**config.mk**
```make
export PLATFORM = sky130hd
export DESIGN_NAME = add8_err_monitor
export DESIGN_NICKNAME = d
export VERILOG_FILES = /design/src/rtl/add8_eval_pkg.sv /design/src/rtl/add8_exact_err.sv /design/src/rtl/add8_err_monitor.sv
export SDC_FILE = /design/constraint.sdc
export NUM_CORES = 1
export LEC_CHECK = 0
export ABC_AREA = 1
export CORE_MARGIN = 2
export CORE_UTILIZATION = 55
export CTS_CLUSTER_DIAMETER = 40
export DETAILED_ROUTE_END_ITERATION = 7
export PLACE_DENSITY = 0.79
export SYNTH_ARGS = -nofsm -noshare
export SYNTH_HDL_FRONTEND = slang
export SYNTH_SLANG_ARGS = --single-unit
```
**constraint.sdc**
```tcl
create_clock -name clk -period 7.7 [get_ports clk]
set_input_delay 1.54 -clock clk [delete_from_list [all_inputs] [get_ports clk]]
set_output_delay 1.54 -clock clk [all_outputs]
set_load 0.005 [all_outputs]
```
**src/rtl/add8_eval_pkg.sv**
```systemverilog
// add8_eval_pkg: shared widths, FSM states and accumulator sizing for adder evaluation
package add8_eval_pkg;
    localparam int ADD_W = 8;
    localparam int SUM_W = 9;
    typedef enum logic [1:0] {IDLE, RUN, DRAIN, DONE} state_t;
    function automatic int sae_w(input int cnt_w);
        return cnt_w + SUM_W;
    endfunction
    function automatic int sse_w(input int cnt_w);
        return cnt_w + 2 * SUM_W;
    endfunction
endpackage

```
**src/rtl/add8_exact_err.sv**
```systemverilog
// add8_exact_err: exact 9-bit sum, absolute error and squared error of an approximate result
module add8_exact_err
    import add8_eval_pkg::*;
(
    input  logic [ADD_W-1:0]   a,
    input  logic [ADD_W-1:0]   b,
    input  logic [SUM_W-1:0]   o,
    output logic [SUM_W-1:0]   exact,
    output logic [SUM_W-1:0]   err,
    output logic [2*SUM_W-1:0] sq
);
    assign exact = {1'b0, a} + {1'b0, b};
    assign err   = (exact >= o) ? exact - o : o - exact;
    assign sq    = (2*SUM_W)'(err) * (2*SUM_W)'(err);
endmodule

```
**src/rtl/add8_err_monitor.sv**
```systemverilog
// add8_err_monitor: accumulates MAE/MSE/WCE/EP statistics over a programmed run of adder samples
module add8_err_monitor
    import add8_eval_pkg::*;
#(
    parameter int CNT_W = 17
) (
    input  logic                    clk,
    input  logic                    rst,
    input  logic                    start,
    input  logic [CNT_W-1:0]        num_samples,
    input  logic                    in_valid,
    output logic                    in_ready,
    input  logic [ADD_W-1:0]        in_a,
    input  logic [ADD_W-1:0]        in_b,
    input  logic [SUM_W-1:0]        in_o,
    output logic                    busy,
    output logic                    done,
    output logic [CNT_W-1:0]        res_count,
    output logic [sae_w(CNT_W)-1:0] res_sae,
    output logic [sse_w(CNT_W)-1:0] res_sse,
    output logic [SUM_W-1:0]        res_wce,
    output logic [ADD_W-1:0]        res_wce_a,
    output logic [ADD_W-1:0]        res_wce_b,
    output logic [CNT_W-1:0]        res_err_cnt
);
    localparam int SAE_W = sae_w(CNT_W);
    localparam int SSE_W = sse_w(CNT_W);

    state_t             state, next;
    logic [CNT_W-1:0]   num;
    logic               v1, ne1, hs, go, last;
    logic [SUM_W-1:0]   exact, err, err1;
    logic [2*SUM_W-1:0] sq, sq1;
    logic [ADD_W-1:0]   a1, b1;

    add8_exact_err u_err (.a(in_a), .b(in_b), .o(in_o), .exact(exact), .err(err), .sq(sq));

    assign in_ready = state == RUN && res_count < num;
    assign hs       = in_valid && in_ready;
    assign go       = start && (state == IDLE || state == DONE);
    assign last     = res_count + CNT_W'(1) == num;
    assign busy     = state == RUN || state == DRAIN;
    assign done     = state == DONE;

    // S2 is the accumulator itself, so draining only waits on the S1 valid bit
    always_comb begin
        next = state;
        if (go)
            next = (num_samples == '0) ? DONE : RUN;
        else if (state == RUN && hs && last)
            next = DRAIN;
        else if (state == DRAIN && !v1)
            next = DONE;
    end

    always_ff @(posedge clk or posedge rst) begin
        if (rst) begin
            state       <= IDLE;
            num         <= '0;
            v1          <= 1'b0;
            ne1         <= 1'b0;
            err1        <= '0;
            sq1         <= '0;
            a1          <= '0;
            b1          <= '0;
            res_count   <= '0;
            res_sae     <= '0;
            res_sse     <= '0;
            res_wce     <= '0;
            res_wce_a   <= '0;
            res_wce_b   <= '0;
            res_err_cnt <= '0;
        end else begin
            state <= next;
            if (go) begin
                num         <= num_samples;
                v1          <= 1'b0;
                res_count   <= '0;
                res_sae     <= '0;
                res_sse     <= '0;
                res_wce     <= '0;
                res_wce_a   <= '0;
                res_wce_b   <= '0;
                res_err_cnt <= '0;
            end else begin
                v1 <= hs;
                if (hs) begin
                    res_count <= res_count + CNT_W'(1);
                    err1      <= err;
                    sq1       <= sq;
                    ne1       <= exact != in_o;
                    a1        <= in_a;
                    b1        <= in_b;
                end
                if (v1) begin
                    res_sae <= res_sae + SAE_W'(err1);
                    res_sse <= res_sse + SSE_W'(sq1);
                    if (ne1)
                        res_err_cnt <= res_err_cnt + CNT_W'(1);
                    // strict compare keeps the first sample that reached the maximum
                    if (err1 > res_wce) begin
                        res_wce   <= err1;
                        res_wce_a <= a1;
                        res_wce_b <= b1;
                    end
                end
            end
        end
    end
endmodule

```
[Word-level counts from Yosys, hierarchy flattened]
Index checks and enable logic that the tools add are counted.
Cells by class
  add/sub/neg operators: 7
  $mul: 1
  $lt $le $gt $ge: 3
  equality and inequality tests: 5
  mux-type cells: 24
  bitwise operators: 1
  reductions and logical operators: 19
Operators by type and width (count)
  $mux W17: 5
  $mux W35: 2
  $mux W26: 2
  $mux W8: 6
  $mux W9: 4
  $add A35 B18 Y35: 1
  $add A17 B1 Y17 const B: 2
  $add A26 B9 Y26: 1
  $mul A9 B9 Y18: 1
  $sub A9 B9 Y9: 2
  $eq A17 B17 Y1: 1
  $logic_not A17 Y1: 1
  $lt A17 B17 Y1: 1
  $add A8 B8 Y9: 1
  $ge A9 B9 Y1: 1
  $gt A9 B9 Y1: 1
  $ne A9 B9 Y1: 1
  $mux W2: 4
  $reduce_bool A2 Y1: 4
  $logic_and A1 B1 Y1: 6
  $reduce_and A2 Y1: 3
  $eq A2 B2 Y1 const B: 2
  $reduce_bool A3 Y1: 1
  $eq A2 B1 Y1 const B: 1
  5 further kinds: 6
Storage, ports and cells
  flip-flop bits (word level): 184
  output and inout bits: 123
  word-level logic and storage cells: 75

[Longest topological paths before layout]
Gate-level depths: netlist (run 1).
  depth in word-level cells: 7
  depth in mapped cells: 42

[Cells and area by module]
A second synthesis (run 1) with hierarchy kept.
Unflattened totals
  cell total of the unflattened synthesis: 1950
  area total of the unflattened synthesis: 14376.3 sq um
By module, submodules not included
  add8_err_monitor: instances 1, cells each 1460, area each 10899.2 sq um, seq. area each 4604.4 sq um
  add8_exact_err: instances 1, cells each 490, area each 3477.1 sq um, seq. area each 0.0 sq um

[Worst setup path after synthesis (run 1)]
OpenSTA, ideal clock, no wires.
  path kind: input-to-reg
  from: in in_a[0]
  to: reg sq1[14]
  setup time: 127 ps
  data arrival time: 7869 ps
  required time: 7573 ps
  slack: -296 ps
  cell stages on the path: 35
  cells stage by stage: ha_1 > fa_1 > a21oi_1 > o21bai_1 > a21oi_1 > nor2_1 > nor2_1 > xor2_1 > inv_1 > ha_1 > nand2_1 > nand2_1 > inv_2 > nor2_1 > nor2_1 > nand4_2 > o21ai_2 > inv_1 > nor2_1 > inv_1 > fa_1 > inv_1 > fa_1 > inv_1 > fa_1 > fa_1 > inv_1 > ha_1 > a21oi_1 > nand2_1 > a21oi_1 > o21ai_0 > a21oi_1 > xor2_1 > o21ai_0
On the way
  word-level cells in the longest chain between the ends: 4
  elaborated cells on any way between the ends: 6
  classes of those cells: 3 x add/sub; 1 x mul; 1 x order compare; 1 x mux
RTL lines
  from (decl): line add8_err_monitor.sv:13  | input logic [ADD_W-1:0] in_a,
  $add A8 B8 Y9 *: line add8_exact_err.sv:12  | assign exact = {1'b0, a} + {1'b0, b};
  $sub A9 B9 Y9 / $ge A9 B9 Y1 (equally long branches): line add8_exact_err.sv:13  | assign err = (exact >= o) ? exact - o : o - exact;
  $mux W9 *: line add8_exact_err.sv:13
  $mul A9 B9 Y18 *: line add8_exact_err.sv:14  | assign sq = (2*SUM_W)'(err) * (2*SUM_W)'(err);
  to (signal assigned): line add8_err_monitor.sv:90  | sq1 <= sq;
  to (decl): line add8_err_monitor.sv:33  | logic [2*SUM_W-1:0] sq, sq1;
Mark *: on every way between the ends. The rest lies on a longest branch, timed or not.
A chain may end at the register's enable or synchronous reset.

[Worst setup path in the final report (run 1)]
  from: in in_b[0]
  to: reg sq1[14]
On the way
  word-level cells in the longest chain between the ends: 4
  elaborated cells on any way between the ends: 6
  classes of those cells: 3 x add/sub; 1 x mul; 1 x order compare; 1 x mux
RTL lines
  from (decl): line add8_err_monitor.sv:14  | input logic [ADD_W-1:0] in_b,
  $add A8 B8 Y9 *: line add8_exact_err.sv:12
  $sub A9 B9 Y9 / $ge A9 B9 Y1 (equally long branches): line add8_exact_err.sv:13
  $mux W9 *: line add8_exact_err.sv:13
  via err[2]: line add8_err_monitor.sv:32  | logic [SUM_W-1:0] exact, err, err1;
  $mul A9 B9 Y18 *: line add8_exact_err.sv:14
The timed path passes the listed nets; every way through them passes the cells marked *.

==> results.toml, run 1 <==
[run_status]
status = "finished clean"

[critical_path]
cp_max_fo = 5
cpPeakStageDelay_ns = 0.57
critPathArrivalTime_ns = 7.83
cp-start-kind = "input port"
critPathKind = "input port to flip-flop"
critical_path_required_ns = 8.01
end_kind = "flip-flop"
ff2ff_setup_slack_ns = 4.50
crit_slowest_cell = "fa_2"

[routing]
wl_met2_um = 19700
drtPass1Iterations = 6
viasPerCell = 5.497
dr.max_layer_used = "met4"
drcViolationCount = 0
routedLengthMet1_um = 18010
ant_nets = 0
wl_per_cell_um = 16.00
vias = 14290
wirelength_um = 41580
drtIter0Drc = 1384
route.met3.wl_um = 2698

[clock_network]
cts_max_level = 4
cts.clk_slew.worst_paths_ns = 0.09
cts.sinks = 182
cts_root_buf = "clkbuf_16"
clk_latency_ns = 0.45
clock_path_buffers = 2
cts_hold_buffers = 0
cts_tree = "done"
cts_buffers = 17

[logic_synthesis]
synthArstFlopShare_pct = 100.0
synthCells = 1962
yosys_warnings = 0
synth_cell_type_count = 48
syn_area_mm2 = 0.01408
synth_edf_count = 0
ys.flop_type = "dfrtp_1"
synth_nets = 2164
yosys_register_bits = 182
synth.avg_cell_area_um2 = 7.178
ys_seq_area_share_pct = 32.34

[global_routing]
overflow = 0
grt_pass1_wl_um = 67900
track_usage_pct = 31.37
antenna_found_initial = 0
grt_pass1_vias = 14080
grt_max_degree = 74

[layout]
regArea_mm2 = 0.004554
multiInputGateArea_mm2 = 0.008701
layout_common_cells = "nand2_1 (509), inv_1 (284), dfrtp_1 (182), clkdlybuf4s50_1 (160), nand3_1 (155)"
areaGrowthSynthToFinish_pct = 30.04
final_common_cell = "nand2_1"
fillers = 1993
drive_gt1_share_pct = 14.37
final_nets = 2458
antenna_cells = 0
final_area_mm2 = 0.01831

[sta]
timing.final.crit_share_pct = 97.61
rsz0062_at_grt = "true"
slew-limit-headroom_pct = 31.95
setup_violations = 0
tightest_slew_ns = 1.020
skew_ns = 0.01564
fmax_mhz = 133.1
hold_viol_final = 0
drv_slew = 0
post-route-min-period_ns = 7.516

[floorplanning]
core_area_mm2 = 0.02518
rows = 58
die_w_um = 164.0
io_pins = 169
die_area_mm2 = 0.02690
start_util_pct = 55.93
dieHeight_um = 164.0

[placed_design]
dp_hpwl_um = 30860
portBuffers = 168
place.gp.congestion = 0.9459
dpl_cell_area_mm2 = 0.01699

[hold_path]
hp-class = "flip-flop to flip-flop"

[run]
drv_cap = 0
[cell usage after synthesis, drive strengths merged, types with 3 or more instances]
| master | n | area share [%] |
|---|---|---|
| nand2 | 542 | 15 |
| inv | 313 | 8.4 |
| dfrtp | 182 | 32 |
| nand3 | 162 | 5.9 |
| nor2 | 159 | 4.6 |
| o21ai | 133 | 4.8 |
| ha | 118 | 10 |
| a21oi | 98 | 3.5 |
| fa | 38 | 5.4 |
| nand4 | 38 | 1.8 |
| nor3 | 31 | 1.1 |
| xor2 | 25 | 1.6 |
| buf | 21 | 0.77 |
| clkbuf | 19 | 0.52 |
| a21o | 10 | 0.53 |
| nor4 | 10 | 0.44 |
| xnor2 | 10 | 0.62 |
| o21bai | 8 | 0.43 |
| a31oi | 5 | 0.22 |
| o21a | 5 | 0.27 |
| or2 | 5 | 0.22 |
| o22ai | 4 | 0.18 |
| a21boi | 3 | 0.16 |
| a22o | 3 | 0.19 |
| a32o | 3 | 0.21 |
| nand3b | 3 | 0.16 |
| o31ai | 3 | 0.16 |
[worst max-delay path, delay by kind of cell]
family / cells / cell delay (ns)
buf+inv: 9 / 0.68
simple gates: 12 / 1.13
xor+xnor: 2 / 0.38
compound gates: 8 / 1.02
fa+ha+maj: 8 / 3.03
[sequential cells by signal, indices dropped and copies added, names as in the netlist]
name,count
v1,1
res_wce_b,8
state,2
res_wce,9
b1,8
res_wce_a,8
res_count,17
err1,9
ne1,1
num,17
res_sae,26
res_err_cnt,17
res_sse,35
sq1,16
a1,8
[what timing repair did]
action,in CTS,in global routing
resized for setup,37,116
pin swaps,22,88
setup buffers,7,15
endpoints found under the setup margin,10,11
gates cloned,1,0
[final timing paths]
path                              start           end  cells past startpoint
worst max register to register  err1[2]  res_wce_a[3]                     10
max in group asynchronous           rst   res_sae[22]                      3
min in group asynchronous           rst  res_wce_b[0]                      2
worst min register to register    b1[4]  res_wce_b[4]                      2
worst max-delay path            in_b[0]       sq1[14]                     39
worst min-delay path              b1[4]  res_wce_b[4]                      2
[area by class of cell]
class                           instances  share of cell area [%]
Multi-Input combinational cell       1428                   47.51
Clock buffer                           17                   2.323
Tap cell                              330                   2.255
Inverter                              313                   6.525
Sequential cell                       182                   24.87
Timing Repair Buffer                  314                   15.43
Clock inverter                         15                   1.086
[metal layers]
metal,global-route usage [%],up-vias
met3,4.141,81
met4,11.00,0
li1,-,6921
met1,41.66,6747
met5,0,-
met2,52.83,539
[cells by family after synthesis]
| group | Yosys count | synth area share [%] |
|---|---|---|
| DFF | 182 | 32.34 |
| xor gates and xnor gates | 35 | 2.177 |
| adders and majority gates | 156 | 15.88 |
| buffers and inverters | 353 | 9.648 |
| and+or+nand+nor | 955 | 29.01 |
| AOI/OAI and AO/OA | 281 | 10.95 |
[metrics by stage]
stage                     setup slack (ns)  cells  hold slack [ns]  TNS (ns)  utilization (%)
after detailed placement           -0.8982   2544           0.4556    -7.917            67.48
after global routing               -0.1984   2599           0.5065   -0.9805            72.73
after CTS                         0.006430   2584           0.4784         0            70.84
final                               0.1841   2599           0.4768         0            72.73
after global placement             -0.6479   2544           0.4506    -5.857            67.48
after floorplan                   -0.01600   1962           0.4422  -0.01600                -
Power of run 1 is left out: the tool's default activity adds up to more than one toggle a clock period on the data nets, which glitch-free logic cannot reach.
==> inputs of run 2 (changes only) <==
--- a/config.mk
+++ b/config.mk
@@ -9,6 +9,7 @@
 export CORE_MARGIN = 2
 export CORE_UTILIZATION = 55
 export CTS_CLUSTER_DIAMETER = 40
+export CTS_CLUSTER_SIZE = 28
 export DETAILED_ROUTE_END_ITERATION = 7
 export PLACE_DENSITY = 0.79
 export SYNTH_ARGS = -nofsm -noshare
==> results of run 2 <==
The final DEF is identical to that of run 1; final timing and power are the same.
Power of run 2 is left out for the same reason.
==> inputs of run 3 (changes only) <==
--- a/config.mk
+++ b/config.mk
@@ -6,12 +6,10 @@
 export NUM_CORES = 1
 export LEC_CHECK = 0
 export ABC_AREA = 1
-export CORE_MARGIN = 2
-export CORE_UTILIZATION = 55
+export CORE_UTILIZATION = 35
 export CTS_CLUSTER_DIAMETER = 40
 export CTS_CLUSTER_SIZE = 28
 export DETAILED_ROUTE_END_ITERATION = 7
-export PLACE_DENSITY = 0.79
 export SYNTH_ARGS = -nofsm -noshare
 export SYNTH_HDL_FRONTEND = slang
 export SYNTH_SLANG_ARGS = --single-unit
==> run 3 against run 2 <==
Net effect: cell count increased by 7.8%; clock skew decreased by 0.0022 ns; sequential cell count unchanged; maximum frequency increased by 0.59%; register-to-register slack improved by 0.03 ns; hold slack got worse by 0.0076 ns; count of clock-buffer cells in the layout unchanged; sequential share of layout area decreased by 0.35 points.
==> results.toml, run 3 (same netlist as run 1, synthesis figures left out) <==
[run_status]
status = "finished clean"

[global_routing]
grt_max_degree = 131
overflow = 0
antenna_found_initial = 0
grt_pass1_vias = 13280
grt_pass1_wl_um = 68570
track_usage_pct = 20.87

[layout]
largest_reg_flops = 35
areaGrowthSynthToFinish_pct = 31.88
fillers = 3923
final_common_cell = "nand2_1"
instances_no_fill = 2803
antenna_cells = 0
final_nets = 2467
drive_gt1_share_pct = 13.78
layout_common_cells = "nand2_1 (520), inv_1 (290), dfrtp_1 (182), clkdlybuf4s50_1 (158), nand3_1 (156)"
regMostFlops = "res_sse"
final_util_pct = 46.75
top_regs = "res_sse x35, res_sae x26"

[hold_path]
whs_path_depth = 2
hp-class = "flip-flop to flip-flop"
hold_path_end = "res_wce_a[1]"
hp-start = "a1[1]"

[routing]
drcViolationCount = 0
ant_nets = 0
drtIter0Drc = 809
drtPass1Iterations = 7
viasPerCell = 4.884
vias = 13690
wirelength_um = 42850
wl_per_cell_um = 15.29

[critical_path]
crit_slowest_cell = "fa_1"
cpPeakStageDelay_ns = 0.57
critPathArrivalTime_ns = 7.78
worstReg2RegStart = "res_wce[2]"
critical_path_required_ns = 8.01
r2r-end = "res_wce[3]"
reg2regPathDepth = 11
critPathKind = "input port to flip-flop"
end_kind = "flip-flop"
cp-start-kind = "input port"
path_common_cell = "fa_1"
ff2ff_setup_slack_ns = 4.53
cp_max_fo = 6

[run]
drv_cap = 0

[floorplanning]
rows = 73
dieHeight_um = 202.6
die_area_mm2 = 0.04104
die_w_um = 202.6
core_area_mm2 = 0.03973
start_util_pct = 35.45
io_pins = 169

[sta]
setup_violations = 0
slew-limit-headroom_pct = 29.84
drv_slew = 0
timing.final.crit_share_pct = 97.04
skew_ns = 0.01347
post-route-min-period_ns = 7.472
tns_ns = 0
worst_slack_ns = 0.2283
fmax_mhz = 133.8
hold_viol_final = 0
tightest_slew_ns = 1.051
rsz0062_at_grt = "true"

[clock_network]
clk_latency_ns = 0.46
cts_tree = "done"
cts_hold_buffers = 0
cts.clk_slew.worst_paths_ns = 0.08
cts_root_buf = "clkbuf_16"
cts_buffers = 17
cts_max_level = 4
clock_path_buffers = 2
cts.sinks = 182

[placed_design]
portBuffers = 168
dp_hpwl_um = 32310
placed_cells = 2742
preCtsSetupSlack_ns = -0.8765
place.gp.congestion = 0.9066
## run 3: cell types whose count changed in the layout (fill, tap and decap cells not counted), moves of 3 or more
cell      change
inv_6         +3
nor2_4        +3
buf_4        +11
a21oi_4       -3
inv_1         +6
nand2_2      -10
nor2_2        -5
inv_2         -6
nand2_1      +11
clkinv_8      -3
## run 3: through the flow
step	hold slack [ns]	area, um^2
after floorplan	0.4422	14120
after global placement	0.4523	17260
after detailed placement	0.4537	17260
after CTS	0.4726	18090
after global routing	0.5002	18570
final	0.4692	18570
## run 3: worst max-delay path by stage
stage | start | to | slack [ns] | depth (start not counted)
after floorplan | in_a[0] | sq1[14] | -0.02 | 37
after global placement | in_a[0] | sq1[17] | -0.81 | 38
after detailed placement | in_a[0] | sq1[15] | -0.88 | 36
after CTS | in_b[0] | sq1[12] | 0.0009 | 36
after global routing | in_a[0] | sq1[17] | -0.11 | 39
final | in_a[0] | sq1[11] | 0.23 | 37
## run 3: repair_timing
item,CTS,global route
setup endpoints to repair,10,11
setup buffers,9,19
cloned,1,0
pin swaps,27,69
resized for setup,37,97
## run 3: worst max-delay path: cells and delay by family
kind / cells / cell delay [ns]
AO/OA/AOI/OAI: 6 / 0.74
XOR/XNOR: 2 / 0.32
adder cells (fa/ha/maj): 8 / 3.13
buffers and inverters: 11 / 1.04
AND/OR/NAND/NOR: 10 / 1.00
## run 3: layer usage
metal | share of wire [%] | global-route usage (%) | vias up
met2 | 48 | 35.15 | 259
met3 | 3.2 | 2.327 | 31
met1 | 48 | 28.36 | 6473
met5 | 0 | 0 | -
met4 | 1.3 | 5.397 | 0
li1 | - | - | 6926
## run 3: final cells by class
class	count	area [um^2]	area share (%)
multi-input combinational	1428	8661	46.63
sequential	182	4554	24.52
timing repair buffer	323	2880	15.51
inverter	313	1197	6.447
tap	525	656.9	3.537
clock buffer	17	425.4	2.290
clock inverter	15	197.7	1.064
Power of run 3 is left out for the same reason.
